<file path="src/rtl/regfile_pkg.sv">
// regfile_pkg: shared defaults, address-width helper and reset-value selectors for reg_file_mp
package regfile_pkg;
  localparam int XLEN_DEF = 32;
  localparam int NREGS_DEF = 32;
  localparam int RST_ZERO = 0;
  localparam int RST_INDEX = 1;
  function automatic int aw_of(input int n);
    return (n <= 2) ? 1 : $clog2(n);
  endfunction
endpackage

</file>
<file path="src/rtl/reg_scoreboard.sv">
// reg_scoreboard: per-register busy bits; issue sets, any write clears, set beats clear
module reg_scoreboard #(
  parameter int NREGS = 32,
  parameter int NWRITE = 1,
  parameter int AW = 5
) (
  input  logic              clk,
  input  logic              rst,
  input  logic [NWRITE-1:0] wr_en,
  input  logic [NWRITE*AW-1:0] wr_addr,
  input  logic              iss_en,
  input  logic [AW-1:0]     iss_addr,
  output logic [NREGS-1:0]  busy_vec
);
  logic [NREGS-1:0] set, clr;
  // decode this cycle's issue and writeback addresses into set/clear masks; register 0 is never marked
  always_comb begin
    clr = '0;
    set = '0;
    for (int j = 0; j < NWRITE; j++)
      if (wr_en[j]) clr[wr_addr[j*AW +: AW]] = 1'b1;
    if (iss_en) set[iss_addr] = 1'b1;
    set[0] = 1'b0;
  end
  // apply clears first so a same-cycle issue to the same register keeps it busy
  always_ff @(posedge clk or posedge rst)
    if (rst) busy_vec <= '0;
    else busy_vec <= (busy_vec & ~clr) | set;
endmodule

</file>
<file path="src/rtl/reg_file_mp.sv">
// reg_file_mp: multi-port register file with busy scoreboard; REGFILE_BYPASS_EN adds write-to-read forwarding
module reg_file_mp
  import regfile_pkg::*;
#(
  parameter int XLEN = XLEN_DEF,
  parameter int NREGS = NREGS_DEF,
  parameter int NREAD = 2,
  parameter int NWRITE = 1,
  parameter int RESET_INDEX = RST_INDEX,
  localparam int AW = aw_of(NREGS)
) (
  input  logic                   clk,
  input  logic                   rst,
  input  logic [NREAD*AW-1:0]    rd_addr,
  output logic [NREAD*XLEN-1:0]  rd_data,
  output logic [NREAD-1:0]       rd_busy,
  input  logic [NWRITE-1:0]      wr_en,
  input  logic [NWRITE*AW-1:0]   wr_addr,
  input  logic [NWRITE*XLEN-1:0] wr_data,
  input  logic                   iss_en,
  input  logic [AW-1:0]          iss_addr,
  output logic [NREGS-1:0]       busy_vec
);
  logic [XLEN-1:0] regs [NREGS];
  reg_scoreboard #(.NREGS(NREGS), .NWRITE(NWRITE), .AW(AW)) u_sb (
    .clk(clk),
    .rst(rst),
    .wr_en(wr_en),
    .wr_addr(wr_addr),
    .iss_en(iss_en),
    .iss_addr(iss_addr),
    .busy_vec(busy_vec)
  );
  // data array: later write ports overwrite earlier ones, register 0 is never written
  always_ff @(posedge clk or posedge rst)
    if (rst)
      for (int i = 0; i < NREGS; i++) regs[i] <= (RESET_INDEX == RST_INDEX) ? XLEN'(i) : '0;
    else
      for (int j = 0; j < NWRITE; j++)
        if (wr_en[j] && wr_addr[j*AW +: AW] != '0) regs[wr_addr[j*AW +: AW]] <= wr_data[j*XLEN +: XLEN];
  // combinational read ports, optionally forwarding same-cycle writes in port priority order
  always_comb begin
    for (int k = 0; k < NREAD; k++) begin
      rd_data[k*XLEN +: XLEN] = regs[rd_addr[k*AW +: AW]];
      rd_busy[k] = busy_vec[rd_addr[k*AW +: AW]];
`ifdef REGFILE_BYPASS_EN
      for (int j = 0; j < NWRITE; j++)
        if (!rst && wr_en[j] && rd_addr[k*AW +: AW] != '0 && wr_addr[j*AW +: AW] == rd_addr[k*AW +: AW]) begin
          rd_data[k*XLEN +: XLEN] = wr_data[j*XLEN +: XLEN];
          rd_busy[k] = iss_en && iss_addr == rd_addr[k*AW +: AW];
        end
`endif
    end
  end
endmodule

</file>
<file path="config.mk">
export PLATFORM = sky130hd
export DESIGN_NAME = reg_file_mp
export DESIGN_NICKNAME = d
export VERILOG_FILES = /design/src/rtl/regfile_pkg.sv /design/src/rtl/reg_scoreboard.sv /design/src/rtl/reg_file_mp.sv
export SDC_FILE = /design/constraint.sdc
export NUM_CORES = 2
export LEC_CHECK = 0
export BUFFER_PORTS_ARGS = -buffer_cell sky130_fd_sc_hd__buf_2
export CORE_MARGIN = 10
export CORE_UTILIZATION = 63
export CTS_CLUSTER_SIZE = 10
export DETAILED_ROUTE_END_ITERATION = 8
export PLACE_DENSITY = 0.78
export SLEW_MARGIN = 30
export SYNTH_ARGS = -nofsm -noshare
export SYNTH_HDL_FRONTEND = slang
export SYNTH_SLANG_ARGS = --single-unit
</file>
<file path="constraint.sdc">
create_clock -name clk -period 42.7 [get_ports clk]
set_input_delay 10.675 -clock clk [delete_from_list [all_inputs] [get_ports clk]]
set_output_delay 10.675 -clock clk [all_outputs]
set_load 0.03 [all_outputs]
</file>
==> results.md <==
- Period Utilization, post-route: 59.3%
- Final min period: approximately 25 ns
- Die H: ~320 um
- Area contributors post-synth: dfrtp_1, mux2_2, mux2i_1
- Reg2Reg Depth: 1
- Worst path arrival time: 14.63 ns
- # IOs: between 150 and 200
- F_max: about 0.040 GHz
- Fillers: about 6400
- H-Tree Depth: 3
- Total Routing Usage GR: between 30% and 40%
- Critical path peak fanout: 63
- Worst-path clk slew: approximately 0.050 ns
- Post_cts resized: 0
- HP Class: flip-flop to flip-flop
- Post-synth EDFFs: 0
- Initial core utilization: between 60% and 70%
- Ys async rst share: 100%
- Post-synth top area cell: dfrtp_1
- CTS tree: done
- I/O Buffers: 153
- Die W: about 320 um
- Crit path required time: about 32 ns
- Remaining DRCs: 0
- Synth top area share: between 40% and 50%
- Most frequent cells in the layout: mux2i_1, mux2_2, dfrtp_1, nand3_1, nand2_1
- Post-synthesis sequential area ratio: between 40 and 50%
- Num CTS Buffers: approximately 120
- First-pass GRT wire length: between 200000 and 300000 um
- Synthesized instance count: between 4000 and 5000
- # hold bufs at CTS: 0
- Worst-Skew Late Latency: 0.68 ns
- CTS root buffer: clkbuf_16
- Share of cells above drive strength 1: 31.6%
- Drt first pass iters: 6
- Final setup TNS: 0 ns
- Drt wl/cell: approximately 29 um
- Flop pwr share: a little under half
- Core Region: between 90000 and 100000 um2
- Status: completed
- Combinational power share: 20.7%
- P_leak: roughly 29 nW
- Gr ovfl total: 0
- Internal Pwr Total: around 2.0 mW
- Max-Cap Viols: 0
- Clk pwr share: roughly a third
- Startpoint Class: primary input
- VDD IR-drop max: ~0.037 mV
- Actual slew at the worst max-slew pin: 1.13 ns
- Crit end category: primary output
- Synthesized area: ~57000 um2
- Remaining antenna violation count: 0
- Crit Path Class: primary input to primary output
- Final setup viols: 0
- Nets: 4704
- Final wirelength: 169000 um
- Vias/cell: 6.97
- Post-synth top flop: dfrtp_1
- Area growth syn-to-layout: 8.04%
- Syn Area/Cell: between 10 and 15 um2
- Netlist cell types: 34
- Routed via count: around 41000
- #FFs+latches synth: about 1100
- CTS Sinks: between 1000 and 1500
- Net Sw Frac: 29.5%
- Syn Nets: approximately 4800
- Fin. Hold Viols: 0
- RSZ-0062 raised after global routing: no
- Vias in the first global route: a little over 40000
- Largest net degree at the start of global routing: 175
- Max-slew violation count: 0
- Die ar.: 103000 um2
- DRT iter0 DRCs: 4401
- Initial antenna violation count: 5
- Clk_skew: 0 ns
- Yosys Warn Count: 0
- Commonest non-fill, non-tap cell in the layout: mux2i_1
- Longest Clk Path Bufs: 3
- Dpl hpwl: around 88000 um
- Post-CTS setup buffers: 0
- FP Rows: 110
- Rel. slew slack: approximately a quarter
- Hold WS: 0.397 ns
- Cell area power density: ~46 nW/um2
- RePlAce Congestion: about 0.85
- Net Switching: 0.841 mW
- Cells on Worst Hold Path: 0
-- final cells by class --
type	count	area [um2]	area share (%)
Clock buffer	176	3250	5.26
Clock inverter	4	50.0	0.0809
Sequential cell	1056	26500	42.9
Inverter	5	26.3	0.0425
Multi-Input combinational cell	3229	28800	46.5
Antenna cell	4	10.0	0.0162
Tap cell	1176	1470	2.38
Timing Repair Buffer	239	1740	2.81
-- stage by stage --
stage | setup slack [ns] | utilization [%] | total power [mW] | cell area (um2) | std cells
6_report | 17.40 | 68.6 | 2.85 | 61900 | 5889
4_1_cts | 16.79 | 68.4 | 2.85 | 61700 | 5880
3_3_place_gp | 16.90 | 64.6 | 1.91 | 58300 | 5696
2_1_floorplan | 2.43 | - | 1.79 | 57300 | 4783
3_5_place_dp | 16.79 | 64.8 | 1.95 | 58400 | 5700
5_1_grt | 17.36 | 68.6 | 2.97 | 61800 | 5887
-- worst max-delay path, stage by stage --
cell and delay [ns]:
buf_8 0.31, buf_4 0.79, buf_4 0.81, buf_6 0.69, mux2i_1 0.31, a22o_1 0.18
nor3_1 0.06, a31oi_1 0.26, nand3_1 0.12, buf_2 0.20
-- cell usage after synthesis (4+ instances only) --
| master | n |
|---|---|
| a21oi_1 | 198 |
| clkbuf_1 | 254 |
| buf_1 | 52 |
| nand3b_1 | 8 |
| nand2b_1 | 4 |
| dfstp_2 | 80 |
| buf_2 | 165 |
| mux2_2 | 991 |
| nor2_1 | 15 |
| or2_2 | 4 |
| dfrtp_1 | 976 |
| nand2_1 | 217 |
| nor3_1 | 68 |
| o211ai_1 | 4 |
| nor2_2 | 5 |
| mux2i_1 | 1052 |
| a31oi_1 | 66 |
| nand3_1 | 202 |
| nor3b_1 | 8 |
| a22oi_1 | 198 |
| a22o_1 | 147 |
| o22ai_1 | 4 |
| inv_1 | 5 |
| nor2b_1 | 4 |
| o21ai_0 | 24 |
| buf_4 | 21 |
-- path summary, 6_finish.rpt --
path | startpoint | end | slack (ns)
worst max-delay path | rd_addr[6] | rd_data[36] | 17.40
worst min-delay path | regs[1015] | regs[1015] | 0.40
worst max register to register | regs[378] | regs[378] | 41.88
worst min register to register | regs[1015] | regs[1015] | 0.40
max in group asynchronous | rst | regs[142] | 29.16
min in group asynchronous | rst | regs[543] | 10.10
-- power by group through the flow --
stage | Combinational (mW) | Sequential (mW) | Clock (mW)
6_report | 0.589 | 1.36 | 0.909
5_1_grt | 0.639 | 1.38 | 0.957
4_1_cts | 0.586 | 1.35 | 0.917
3_5_place_dp | 0.582 | 1.36 | 0
3_3_place_gp | 0.564 | 1.35 | 0
2_1_floorplan | 0.451 | 1.34 | 0
-- cell families (layout without fill, tap and decap cells) --
| kind of cell | after synthesis | count (layout) | share of synthesized area, % |
|---|---|---|---|
| compound gates | 642 | 642 | 7.62 |
| buf+inv | 498 | 424 | 3.77 |
| flops | 1056 | 1056 | 46.3 |
| mux | 2044 | 2044 | 37.9 |
| other cells | 0 | 4 | 0 |
| simple gates | 543 | 543 | 4.38 |
-- state kept, by name, summed over array words and instances (netlist names) --
signal         cells
regs            1024
u_sb.busy_vec     32
-- layer usage --
metal  up-vias  GRT usage [%]  share of wire [%]
met4         0           13.2                4.1
li1      17300              -                  -
met1     21200           42.6                 41
met5         -              0                  0
met2      2049           51.4                 47
met3       441           4.97                8.3
Power figures use the tool's default switching activity.
